## config.mk

```make
export PLATFORM = sky130hd
export DESIGN_NAME = ctrl_seq
export DESIGN_NICKNAME = d
export VERILOG_FILES = /design/src/rtl/ctrl_seq_pkg.sv /design/src/rtl/ctrl_seq_decode.sv /design/src/rtl/ctrl_seq.sv
export SDC_FILE = /design/constraint.sdc
export NUM_CORES = 1
export LEC_CHECK = 0
export ABC_AREA = 1
export BUFFER_PORTS_ARGS = -buffer_cell sky130_fd_sc_hd__buf_2
export CORE_MARGIN = 3
export CORE_UTILIZATION = 31
export DETAILED_ROUTE_END_ITERATION = 16
export PLACE_DENSITY = 0.66
export SETUP_SLACK_MARGIN = 0.1
export SLEW_MARGIN = 20
export SYNTH_ARGS = -nofsm -noshare
export SYNTH_HDL_FRONTEND = slang
export SYNTH_SLANG_ARGS = --single-unit
export TNS_END_PERCENT = 1
```

## constraint.sdc

```tcl
create_clock -name clk -period 2.6 [get_ports clk]
set_input_delay 0 -clock clk [delete_from_list [all_inputs] [get_ports clk]]
set_output_delay 0 -clock clk [all_outputs]
set_load 0.01 [all_outputs]
```

## src/rtl/ctrl_seq_pkg.sv

```systemverilog
// ctrl_seq_pkg -- shared encodings for the call/return control sequencer.
//   Instruction fields: type in inst[2:0], function in inst[6:3],
//   branch condition-code index in inst[8+] (used only with CTRL_BCOND_EN).
//   Also holds the sequencer mode encoding and the datapath strobe bundle.
package ctrl_seq_pkg;

  // Instruction types (inst[2:0]); 0, 6 and 7 are unassigned.
  localparam logic [2:0] TYPE_I = 3'd1;
  localparam logic [2:0] TYPE_B = 3'd2;
  localparam logic [2:0] TYPE_J = 3'd3;
  localparam logic [2:0] TYPE_M = 3'd4;
  localparam logic [2:0] TYPE_S = 3'd5;

  // Function codes (inst[6:3]), interpreted per type.
  localparam logic [3:0] FN_LINK  = 4'd0;  // J_TYPE: write link only
  localparam logic [3:0] FN_JUMP  = 4'd1;  // J_TYPE: write link and redirect PC
  localparam logic [3:0] FN_LOAD  = 4'd0;  // M_TYPE
  localparam logic [3:0] FN_STORE = 4'd1;  // M_TYPE
  localparam logic [3:0] FN_CALL  = 4'd0;  // S_TYPE
  localparam logic [3:0] FN_RET   = 4'd1;  // S_TYPE

  // Sequencer modes; encoding 3 is reserved and never produced.
  typedef enum logic [1:0] {
    MODE_RUN     = 2'd0,
    MODE_SAVE    = 2'd1,
    MODE_RESTORE = 2'd2
  } mode_t;

  // Datapath strobes, same meaning as the single-cycle decoder.
  typedef struct packed {
    logic pc_sel;   // 0: PC+4, 1: ALU target
    logic b_sel;    // 0: RS2, 1: IMM
    logic dmem_we;  // data-memory store
    logic wb_sel;   // 0: ALU, 1: DMEM
    logic reg_we;   // register-file write
  } strobes_t;

  localparam strobes_t STROBES_IDLE = '0;

endpackage

```

## src/rtl/ctrl_seq_decode.sv

```systemverilog
// ctrl_decode -- single-cycle combinational instruction decode.
//   inst        : current instruction
//   inst_valid  : inst is valid this cycle; when low every output is 0
//   ccr         : condition codes for B_TYPE
//   strb        : datapath strobes for the RUN state
//   is_call     : valid S_TYPE CALL
//   is_ret      : valid S_TYPE RET
// Build option CTRL_BCOND_EN: B_TYPE picks ccr[inst[8+k:8]] (k = clog2(CCR_W)-1),
// an out-of-range index is "not taken". Without it B_TYPE uses ccr[0] only.
module ctrl_decode
  import ctrl_seq_pkg::*;
#(
  parameter int XLEN  = 32,
  parameter int CCR_W = 4
) (
  input  logic [XLEN-1:0]  inst,
  input  logic             inst_valid,
  input  logic [CCR_W-1:0] ccr,
  output strobes_t         strb,
  output logic             is_call,
  output logic             is_ret
);

  localparam int BIDX_W = (CCR_W > 1) ? $clog2(CCR_W) : 1;

  logic [2:0] op_type;
  logic [3:0] func;
  logic       br_taken;
  logic       unused_bits;

  assign op_type = inst[2:0];
  assign func    = inst[6:3];

`ifdef CTRL_BCOND_EN
  logic [BIDX_W-1:0] bidx;

  assign bidx        = inst[8 +: BIDX_W];
  assign br_taken    = (32'(bidx) < CCR_W) ? ccr[bidx] : 1'b0;
  assign unused_bits = ^{inst[XLEN-1:8+BIDX_W], inst[7]};
`else
  assign br_taken    = ccr[0];
  assign unused_bits = ^{inst[XLEN-1:7], ccr[CCR_W-1:1]};
`endif

  // NOTE: every output gets a default before the case so no path leaves it unassigned (no latch).
  always_comb begin
    strb    = STROBES_IDLE;
    is_call = 1'b0;
    is_ret  = 1'b0;
    if (inst_valid) begin
      case (op_type)
        TYPE_I: begin
          strb.b_sel  = 1'b1;
          strb.reg_we = 1'b1;
        end
        TYPE_B: strb.pc_sel = br_taken;
        TYPE_J: begin
          if (func == FN_LINK) begin
            strb.reg_we = 1'b1;
          end else if (func == FN_JUMP) begin
            strb.reg_we = 1'b1;
            strb.pc_sel = 1'b1;
          end
        end
        TYPE_M: begin
          if (func == FN_LOAD) begin
            strb.b_sel  = 1'b1;
            strb.wb_sel = 1'b1;
            strb.reg_we = 1'b1;
          end else if (func == FN_STORE) begin
            strb.b_sel   = 1'b1;
            strb.dmem_we = 1'b1;
          end
        end
        TYPE_S: begin
          is_call = (func == FN_CALL);
          is_ret  = (func == FN_RET);
        end
        default: ;
      endcase
    end
  end

endmodule

```

## src/rtl/ctrl_seq.sv

```systemverilog
// ctrl_seq -- control sequencer: single-cycle decode plus a CALL/RET
// spill/fill engine that stalls fetch for NSAVE cycles per CALL or RET.
//   clk, rst_n        : clock (rising edge), asynchronous active-low reset
//   inst, inst_valid  : instruction and its valid (ignored while stalled)
//   ccr               : condition codes
//   pc_sel, b_sel, dmem_we, wb_sel, reg_we : datapath strobes
//   stall             : hold PC and fetch (SAVE or RESTORE in progress)
//   sc                : spill/fill step counter
//   mode              : 0 RUN, 1 SAVE, 2 RESTORE
//   depth             : current CALL nesting level (saturates, never wraps)
//   ovf_err, unf_err  : sticky CALL-overflow / RET-underflow, cleared by reset
// Build option CTRL_BCOND_EN selects the indexed branch condition (see ctrl_decode).
module ctrl_seq
  import ctrl_seq_pkg::*;
#(
  parameter int XLEN  = 32,
  parameter int NSAVE = 16,
  parameter int DEPTH = 8,
  parameter int CCR_W = 4
) (
  input  logic                    clk,
  input  logic                    rst_n,
  input  logic [XLEN-1:0]         inst,
  input  logic                    inst_valid,
  input  logic [CCR_W-1:0]        ccr,
  output logic                    pc_sel,
  output logic                    b_sel,
  output logic                    dmem_we,
  output logic                    wb_sel,
  output logic                    reg_we,
  output logic                    stall,
  output logic [$clog2(NSAVE):0]  sc,
  output logic [1:0]              mode,
  output logic [7:0]              depth,
  output logic                    ovf_err,
  output logic                    unf_err
);

  localparam int             SC_W      = $clog2(NSAVE) + 1;
  localparam logic [SC_W-1:0] SC_LAST  = SC_W'(NSAVE - 1);
  localparam logic [7:0]     DEPTH_MAX = 8'(DEPTH);

  mode_t           mode_q;
  logic [SC_W-1:0] sc_q;
  logic [7:0]      depth_q;
  logic            ovf_q;
  logic            unf_q;
  logic            run_en;   // low until the first edge after reset release
  strobes_t        dec_strb;
  strobes_t        strb;
  logic            is_call;
  logic            is_ret;

  ctrl_decode #(
    .XLEN  (XLEN),
    .CCR_W (CCR_W)
  ) u_decode (
    .inst       (inst),
    .inst_valid (inst_valid),
    .ccr        (ccr),
    .strb       (dec_strb),
    .is_call    (is_call),
    .is_ret     (is_ret)
  );

  // NOTE: sequential state uses non-blocking assignments so every flop samples pre-edge values.
  always_ff @(posedge clk or negedge rst_n) begin
    if (!rst_n) begin
      mode_q  <= MODE_RUN;
      sc_q    <= '0;
      depth_q <= '0;
      ovf_q   <= 1'b0;
      unf_q   <= 1'b0;
      run_en  <= 1'b0;
    end else begin
      run_en <= 1'b1;
      case (mode_q)
        MODE_RUN: begin
          if (run_en && is_call) begin
            if (depth_q < DEPTH_MAX) begin
              mode_q <= MODE_SAVE;
              sc_q   <= '0;
            end else begin
              ovf_q <= 1'b1;
            end
          end else if (run_en && is_ret) begin
            if (depth_q != 8'd0) begin
              mode_q <= MODE_RESTORE;
              sc_q   <= '0;
            end else begin
              unf_q <= 1'b1;
            end
          end
        end
        MODE_SAVE: begin
          if (sc_q == SC_LAST) begin
            mode_q  <= MODE_RUN;
            sc_q    <= '0;
            depth_q <= depth_q + 8'd1;
          end else begin
            sc_q <= sc_q + SC_W'(1);
          end
        end
        MODE_RESTORE: begin
          if (sc_q == SC_LAST) begin
            mode_q  <= MODE_RUN;
            sc_q    <= '0;
            depth_q <= depth_q - 8'd1;
          end else begin
            sc_q <= sc_q + SC_W'(1);
          end
        end
        default: mode_q <= MODE_RUN;
      endcase
    end
  end

  // Strobes follow the decoder in RUN; SAVE/RESTORE drive the fixed spill/fill
  // pattern. Everything is held off until run_en is set.
  always_comb begin
    strb = STROBES_IDLE;
    if (run_en) begin
      case (mode_q)
        MODE_RUN: strb = dec_strb;
        MODE_SAVE: begin
          strb.dmem_we = 1'b1;
          strb.b_sel   = 1'b1;
        end
        MODE_RESTORE: begin
          strb.wb_sel = 1'b1;
          strb.reg_we = 1'b1;
          strb.b_sel  = 1'b1;
        end
        default: strb = STROBES_IDLE;
      endcase
    end
  end

  assign {pc_sel, b_sel, dmem_we, wb_sel, reg_we} = strb;
  assign stall   = (mode_q != MODE_RUN);
  assign sc      = sc_q;
  assign mode    = mode_q;
  assign depth   = depth_q;
  assign ovf_err = ovf_q;
  assign unf_err = unf_q;

endmodule

```

==> results.toml, run 1 <==
[routing]
vias = 1370
ant_nets = 0
via_per_inst = 4.77
postRouteWirelength_mm = 3.35
dr.pass1.iters = 4
drt_iter0_drc = 34
wire_per_inst_um = 11.7
drc_errors = 0

[timing]
period_minus_slack_ns = 2.12
hold_violations = 0
rsz0062_at_grt = "no"
finalSetupTns_ns = 0
setup_viol = 0
fin_crit_sh = 0.814
whs_ns = 0.168
fmax_ghz = 0.472
finalClockSkew_ns = 0.00219
report.final.slew_viol_count = 0

[synth]
yosys_warnings = 0
synth_area_leaders = "dfrtp_1 31%, nand2_1 15%, ha_1 9.3%"
synth_area_mm2 = 0.00148
ys_seq_area_frac = 0.305
synthDistinctLibCells = 33
syn_avg_cell_area_um2 = 7.45
ys_seq_elements = 18
yosys.area.top_type = "dfrtp_1"
synth_cells = 198
postSynthNetCount = 249
yosysTopAreaCellShare = 0.305

[global_route]
grt_pass1_vias = 1308
grt_usage = 0.126
antenna_found_initial = 0
grt_overflow = 0
grt_first_pass_wirelength_mm = 5.59
grt_max_degree = 19

[placement]
port-buffer-count = 33
dp_hpwl_mm = 2.61
placed_area_mm2 = 0.00169
gp_congestion = 0.830

[worst_setup_path]
startpoint_type = "flop"
path_delay_family = "adder cells"
crit_path_cell_trace = "inv_1, ha_1, inv_1, fa_1, inv_1, nand4_1, nand3_1, or2_2, nand3_1, nand2_1"
r2r_cells = 10
worstPathRequired_ns = 2.80
r2r_slack_ns = 0.48
arrival_ns = 2.32
critPathBufInv = 3
path_class = "reg -> reg"
endpoint_kind = "flop"
critPathMostFrequentCell = "inv_1"
rr_startpoint = "mode[0]"
r2r_end = "depth[6]"
slowest_delay_ns = 0.43
crit_slowest_cell = "dfrtp_1"
crit_path_max_fanout = 8

[pwr]
leakage_nw = 0.982
p_total_uw = 556
power_density_mw_per_mm2 = 316
ir_worst_vdd_mv = 0.139

[clocking]
clock_sinks = 18
post_cts_resized = 0
cts_root_buf = "clkbuf_8"
cts_tree = "done"
postCtsSetupBuffers = 0
cts_buffers = 3
clkTransAtPathRegs_ns = 0.07
htreeDepth = 1
clk_path_buf_depth = 2
worstSkewPairLatency_ns = 0.26

[flow_run]
drv_cap = 0

[floorplan]
rows = 24
core_area_mm2 = 0.00447
num_io_pins = 62
initial_core_util = 0.330
fp.dieArea_mm2 = 0.00562
dieWidth_um = 75.0
chipHeight_um = 75.0

[run_status]
status = "finished, final reports clean"

[finish]
finalNetCount = 287
design_area_mm2 = 0.00176
syn_to_final_growth_pct = 19.3
utilization = 0.393
drive_gt1_frac = 0.247
n_antenna_cell = 0

[hold_path]
hold_end = "unf_err"
hp-start = "inst[3]"
hp-class = "in -> reg"
worst_hold_path.num_cells = 5
-- sequential cells by signal (all words and copies together), names as in the netlist --
| register | flops |
|---|---|
| sc | 5 |
| ovf_err | 1 |
| run_en | 1 |
| mode | 2 |
| depth | 8 |
| unf_err | 1 |
-- layout by cell type (no fill, tap or decap), types with 2 or more instances in the layout --
cell       n
a21oi_1    6
buf_2     33
clkbuf_8   4
dfrtp_1   18
ha_1      11
inv_1     23
inv_2      2
nand2_1   57
nand2_2    3
nand2_4    3
nand3_1   11
nand3_2    2
nand3_4    2
nand4_1    7
nor2_1    19
nor2_2     2
nor2_4     2
nor3_1     2
nor3b_1    2
o21ai_0    2
o21ai_1    4
o21ai_2    3
xor2_1     5
-- cells by family after synthesis --
| logic type | share of synthesized area |
|---|---|
| other | 0.00254 |
| xor gates and xnor gates | 0.0356 |
| DFF | 0.305 |
| buffers and inverters | 0.0712 |
| adders and majority gates | 0.107 |
| and+or+nand+nor | 0.378 |
| AOI/OAI and AO/OA | 0.100 |
-- where the power goes --
group,internal (mW),total (mW),leakage [nW],switching [mW]
Combinational,0.0141,0.0386,0.710,0.0244
Clock,0.135,0.235,0.0288,0.0998
Sequential,0.282,0.283,0.244,0.00137
Total,0.431,0.556,0.982,0.126
-- area by class of cell --
cell class	count	area (um2)
Tap cell	52	65.1
Clock buffer	4	55.1
Inverter	25	93.8
Multi-Input combinational cell	154	920
Timing Repair Buffer	34	175
Sequential cell	18	450
Fill cell	449	2720
-- synthesized netlist by cell type (all sizes together) --
cell type and n:
nand2 63, inv 25, nor2 23, dfrtp 18, nand3 15, ha 11
o21ai 9, a21oi 7, nand4 7, xor2 5, nor3 2, nor3b 2
a31oi 1, a32oi 1, buf 1, conb 1, fa 1, o21a 1
o21bai 1, o22ai 1, o32ai 1, or2 1, xnor2 1
-- metal layers --
layer	GRT usage	wire length (um)
met2	0.207	1420
met5	0	0
met4	0.0573	68
met1	0.163	1700
met3	0.0160	156
-- worst max-delay path by stage --
stage,start,endpoint,depth (start not counted)
after floorplan,mode[0],depth[6],10
after global placement,mode[0],depth[6],10
after detailed placement,mode[0],depth[6],10
after CTS,mode[0],depth[6],10
after global routing,mode[0],depth[4],8
final,mode[0],depth[6],10
-- stage by stage --
step,std cells,worst slack [ns]
floorplan,198,0.699
global placement,282,0.531
detailed placement,282,0.508
CTS,287,0.481
global route,287,0.304
finish,287,0.483
-- tightest hold or removal path, stage by stage --
cell and delay (ns):
buf_2 0.12, nand2_1 0.06, nor2_1 0.05, nand2_2 0.09, o21bai_1 0.07
-- repair_timing --
item	4_1_cts	5_1_grt
hold endpoints to repair	18	0
hold buffers	1	0
endpoints found under the setup margin	0	0
No activity file was read; power rests on OpenSTA's default activity.
==> run 2, diff against run 1 <==
- ABC_AREA: 1 -> 0
- PLACE_DENSITY: 0.66 -> 0.67
- clock period: 2.6 -> 2.13 ns (I/O delays scaled with it)
==> run 2 against run 1 <==
Compared with the run above: core utilization increased by 6.5 points; setup slack got worse by 0.40 ns; combinational power increased to 19 times the previous value; count of clock-buffer cells in the layout decreased by 1; hold slack got worse by 0.10 ns; synthesized cell count decreased by 27%; register-to-register slack got worse by 0.40 ns; highest routed layer unchanged.
==> results.toml, run 2 <==
[run_status]
status = "finished, final reports clean"

[synth]
synth_cells = 145
yosys.area.top_type = "dfrtp_1"
postSynthNetCount = 196
synth_ff_type = "dfrtp_1"
yosysTopAreaCellShare = 0.336
synth_area_mm2 = 0.00134
synth_area_leaders = "dfrtp_1 34%, ha_1 10%, nand2_1 3.9%"
synthArstFlopShare = 1.00
synth_edf_count = 0
yosys_warnings = 0
synthMostInstantiatedCell = "dfrtp_1"
ys_top_cells_by_count = "18 x dfrtp_1, 14 x nand2_1, 11 x ha_1, 11 x inv_1, 9 x o21ai_0"
synthDistinctLibCells = 49
ys_seq_elements = 18
ys_seq_area_frac = 0.336
syn_avg_cell_area_um2 = 9.23

[timing]
period_minus_slack_ns = 2.05
setup_viol = 0
fmax_ghz = 0.488
report.final.slew_viol_count = 0
fin_crit_sh = 0.962
finalClockSkew_ns = 0.00469
finalSetupTns_ns = 0
rsz0062_at_grt = "yes"
hold_violations = 0

[floorplan]
initial_core_util = 0.328
rows = 23
chipHeight_um = 71.7
dieWidth_um = 71.7
fp.dieArea_mm2 = 0.00514
core_area_mm2 = 0.00409
num_io_pins = 62

[worst_setup_path]
crit_path_cell_trace = "inv_2, ha_4, or4b_4, nor3_4, mux2i_4, and2b_4, mux2_4"
crit_path_max_fanout = 4
path_class = "reg -> reg"
slowest_delay_ns = 0.47
path_delay_family = "simple AND/OR/NAND/NOR gates"
crit_slowest_cell = "or4b_4"
endpoint_kind = "flop"
startpoint_type = "flop"
critPathBufInv = 1
arrival_ns = 2.18
worstPathRequired_ns = 2.26

[routing]
ant_nets = 0
postRouteWirelength_mm = 3.26
drc_errors = 0
dr.pass1.iters = 4
wire_per_inst_um = 13.2
vias = 1269
via_per_inst = 5.12
drt_iter0_drc = 81

[global_route]
grt_max_degree = 19
use_met1 = 0.173
grt_pass1_vias = 1220
grt_first_pass_wirelength_mm = 5.66
grt_usage = 0.137
grt_overflow = 0
top_usage_layer = "met2"
gr-usage-met3 = 0.0295
use_met2 = 0.240
antenna_found_initial = 0

[finish]
drive_gt1_frac = 0.404
finalNetCount = 251
n_antenna_cell = 0
utilization = 0.458
design_area_mm2 = 0.00187
final_cell_mix = "33 x buf_2, 18 x buf_4, 17 x dfrtp_1, 14 x nand2_1, 9 x inv_1"
largest_reg_flops = 8
syn_to_final_growth_pct = 39.9
final_common_cell = "buf_2"

[placement]
placed_area_mm2 = 0.00166
dp_hpwl_mm = 2.42
port-buffer-count = 33
gp_congestion = 0.835

[clocking]
cts_root_buf = "clkbuf_8"
clkTransAtPathRegs_ns = 0.07
cts_buffers = 3
clock_sinks = 18
htreeDepth = 1
cts_tree = "done"
clk_path_buf_depth = 2
worstSkewPairLatency_ns = 0.25

[pwr]
p_total_mw = 1.44
ir_worst_vdd_mv = 0.335
power_density_mw_per_mm2 = 769
leakage_nw = 0.882

[hold_path]
hp-class = "in -> reg"

[flow_run]
drv_cap = 0
## run 2: cell types whose count changed after synthesis, moves of 4 or more
cell,change
inv_1,-12
nand4_1,-7
a211oi_1,+4
nand3_1,-5
nor2_1,-15
nand2_1,-43
o21ai_0,+7
## run 2: logic make-up (layout without fill, tap and decap cells)
kind of cell | after synthesis | after routing | share of synthesized area
and+or+nand+nor | 52 | 52 | 0.233
AOI/OAI and AO/OA | 40 | 40 | 0.200
DFF | 18 | 18 | 0.336
buffers and inverters | 14 | 67 | 0.0421
adders and majority gates | 12 | 12 | 0.118
xor gates and xnor gates | 5 | 5 | 0.0327
muxes | 3 | 3 | 0.0355
other | 1 | 1 | 0.00280
## run 2: power by group
part           internal (mW)  switching [mW]  leakage [nW]  total, mW
clock                  0.125           0.107        0.0216      0.233
sequential             0.397          0.0621         0.237      0.459
combinational          0.388           0.361         0.623      0.749
total                  0.910           0.530         0.882       1.44
## run 2: final timing paths
check / start / to / slack (ns) / depth (start not counted)
worst max-delay path: mode[1] / sc[0] / 0.08 / 7
worst min-delay path: inst[3] / unf_err / 0.07 / 2
worst max register to register: mode[1] / sc[0] / 0.08 / 7
worst min register to register: unf_err / unf_err / 0.46 / 1
max in group asynchronous: rst_n / mode[1] / 1.60 / 2
min in group asynchronous: rst_n / depth[6] / 0.21 / 2
## run 2: final cells by class
| type | instances | area (um2) |
|---|---|---|
| clock buffer | 3 | 41.3 |
| tap | 50 | 62.6 |
| timing repair buffer | 53 | 322 |
| sequential | 18 | 452 |
| multi-input combinational | 113 | 955 |
| inverter | 11 | 41.3 |
| fill | 414 | 2210 |
## run 2: timing repair
action                                  4_1_cts  5_1_grt
pin swaps                                     1        7
setup buffers                                 3        2
endpoints found under the setup margin        3        8
gates resized for setup                      10       13
hold buffers                                  1        0
gates cloned                                  0        0
hold endpoints to repair                     18        0
## run 2: per-stage QoR
step	worst slack, ns	instances	hold WS (ns)
after CTS	0.0919	246	0.0726
after detailed placement	-0.0361	239	-0.0413
after global routing	0.0132	248	0.0776
after floorplan	-0.0263	145	-0.296
after global placement	0.00255	239	-0.0404
final	0.0806	248	0.0666
## run 2: routing by layer
layer  share of wire  vias up
met4          0.0095        0
met1            0.43      604
met5               0        -
li1                -      639
met2            0.51       24
met3           0.049        2
==> run 3, diff against run 2 <==
- CELL_PAD_IN_SITES_DETAIL_PLACEMENT: default -> 0
- CELL_PAD_IN_SITES_GLOBAL_PLACEMENT: default -> 1
- PLACE_DENSITY: 0.67 -> 0.85
==> run 3 against run 2 <==
Compared with the run above: final area increased by 1.1%; count of clock-buffer cells in the layout increased by 1; critical path depth is 1 higher; sequential share of layout area is 0.27 points lower; first-iteration DRC count is 37% lower; fmax down 0.40%; register-to-register slack about the same; combinational power up 4.8%; wire length is 8.1% higher; non-clock buffer count is the same; setup slack worse by 0.0083 ns; sequential power barely moved; critical path type unchanged; critical endpoint is now depth[7].
==> results.toml, run 3 (synthesized netlist as in run 2, its figures left out) <==
[worst_setup_path]
slowest_delay_ns = 0.45
critPathMostFrequentCell = "ha_4"
critPathBufInv = 1
crit_slowest_cell = "dfrtp_2"
r2r_cells = 8
path_delay_family = "adder cells"
path_class = "reg -> reg"
crit_path_max_fanout = 8
crit_path_cell_trace = "ha_4, buf_6, ha_4, o211a_1, a211oi_2, or3_1, a21oi_2, xor2_1"
arrival_ns = 2.24
worstPathRequired_ns = 2.31
startpoint_type = "flop"
cp_num_cells = 8
endpoint_kind = "flop"

[placement]
dp_hpwl_mm = 2.51
port-buffer-count = 33
dpl.cell_count = 238
gp_congestion = 0.832

[timing]
report.final.slew_viol_count = 0
fmax_ghz = 0.486
rsz0062_at_grt = "yes"
finalClockSkew_ns = 0.00752
fin_crit_sh = 0.966
hold_violations = 0
period_minus_slack_ns = 2.06
whs_ns = 0.0737
finalSetupTns_ns = 0
setup_viol = 0

[clocking]
clock_sinks = 18
cts_buffers = 3
cts_tree = "done"
htreeDepth = 1
clk_path_buf_depth = 2
clkTransAtPathRegs_ns = 0.07
worstSkewPairLatency_ns = 0.26
cts_root_buf = "clkbuf_8"

[global_route]
grt_overflow = 0
grt_max_degree = 19
grt_first_pass_wirelength_mm = 5.41
grt_usage = 0.130
antenna_found_initial = 0
grt_pass1_vias = 1171

[pwr]
ir_worst_vdd_mv = 0.423
p_total_mw = 1.53
power_density_mw_per_mm2 = 808
leakage_nw = 0.899

[routing]
wl_met3_um = 156
vias = 1276
drt_iter0_drc = 51
drc_errors = 0
dr.pass1.iters = 4
met2_length_mm = 1.76
ant_nets = 0
via_per_inst = 5.12
wl_met1_mm = 1.56
postRouteWirelength_mm = 3.53
routed.top_layer = "met4"
wire_per_inst_um = 14.2

[floorplan]
dieWidth_um = 71.7
fp.dieArea_mm2 = 0.00514
num_io_pins = 62
initial_core_util = 0.328
chipHeight_um = 71.7
rows = 23
core_area_mm2 = 0.00409

[finish]
final_common_cell = "buf_2"
finalNetCount = 251
largest_reg_flops = 8
syn_to_final_growth_pct = 41.5
utilization = 0.464
final_cell_mix = "33 x buf_2, 17 x dfrtp_1, 17 x buf_4, 14 x nand2_1, 9 x inv_1"
fin_cells = 249
drive_gt1_frac = 0.412
n_antenna_cell = 0
fill_cells = 404

[hold_path]
worst_hold_path.num_cells = 3
hp-class = "in -> reg"

[flow_run]
drv_cap = 0

[run_status]
status = "finished, final reports clean"
run 3: cell types whose count changed in the layout (fill, tap and decap cells not counted), sizes merged:
cell,before,now
clkbuf,3,4
run 3: layer usage:
metal,track usage,vias up
met5,0,-
met1,0.180,599
li1,-,640
met4,0.0397,0
met2,0.213,33
met3,0.0154,4
run 3: timing repair:
action,CTS,global route
gates resized for setup,7,18
endpoints found under the hold margin,18,0
gates cloned,0,0
endpoints found under the setup margin,5,11
hold buffers,1,0
buffers inserted,3,3
pin swaps,2,12
run 3: worst register-to-register path: stages, from the launching register on:
cell	delay, ns
dfrtp_2	0.45
ha_4	0.24
buf_6	0.15
ha_4	0.27
o211a_1	0.16
a211oi_2	0.04
or3_1	0.37
a21oi_2	0.15
xor2_1	0.15
run 3: report_power, final:
part | switching [mW] | internal (mW)
registers | 0.0651 | 0.396
logic | 0.369 | 0.416
clock network | 0.119 | 0.164
total | 0.554 | 0.977
run 3: path summary, 6_finish.rpt:
| check | from | end | slack, ns |
|---|---|---|---|
| worst max-delay path | mode[1] | depth[7] | 0.07 |
| worst min-delay path | inst[3] | mode[1] | 0.07 |
| worst max register to register | mode[1] | depth[7] | 0.07 |
| worst min register to register | unf_err | unf_err | 0.47 |
| max in group asynchronous | rst_n | mode[1] | 1.59 |
| min in group asynchronous | rst_n | sc[0] | 0.21 |
run 3: layout make-up:
cell class	instances	area (um2)	share of cell area
clock buffer	4	55.1	0.0291
timing repair buffer	53	325	0.172
inverter	11	41.3	0.0218
tap	50	62.6	0.0330
sequential	18	452	0.238
multi-input combinational	113	958	0.506
run 3: through the flow:
stage / instance area [um2] / worst slack, ns
global placement: 1650 / -0.00404
detailed placement: 1650 / -0.0214
floorplan: 1340 / -0.0263
finish: 1890 / 0.0723
CTS: 1770 / 0.0221
global route: 1890 / -0.0113
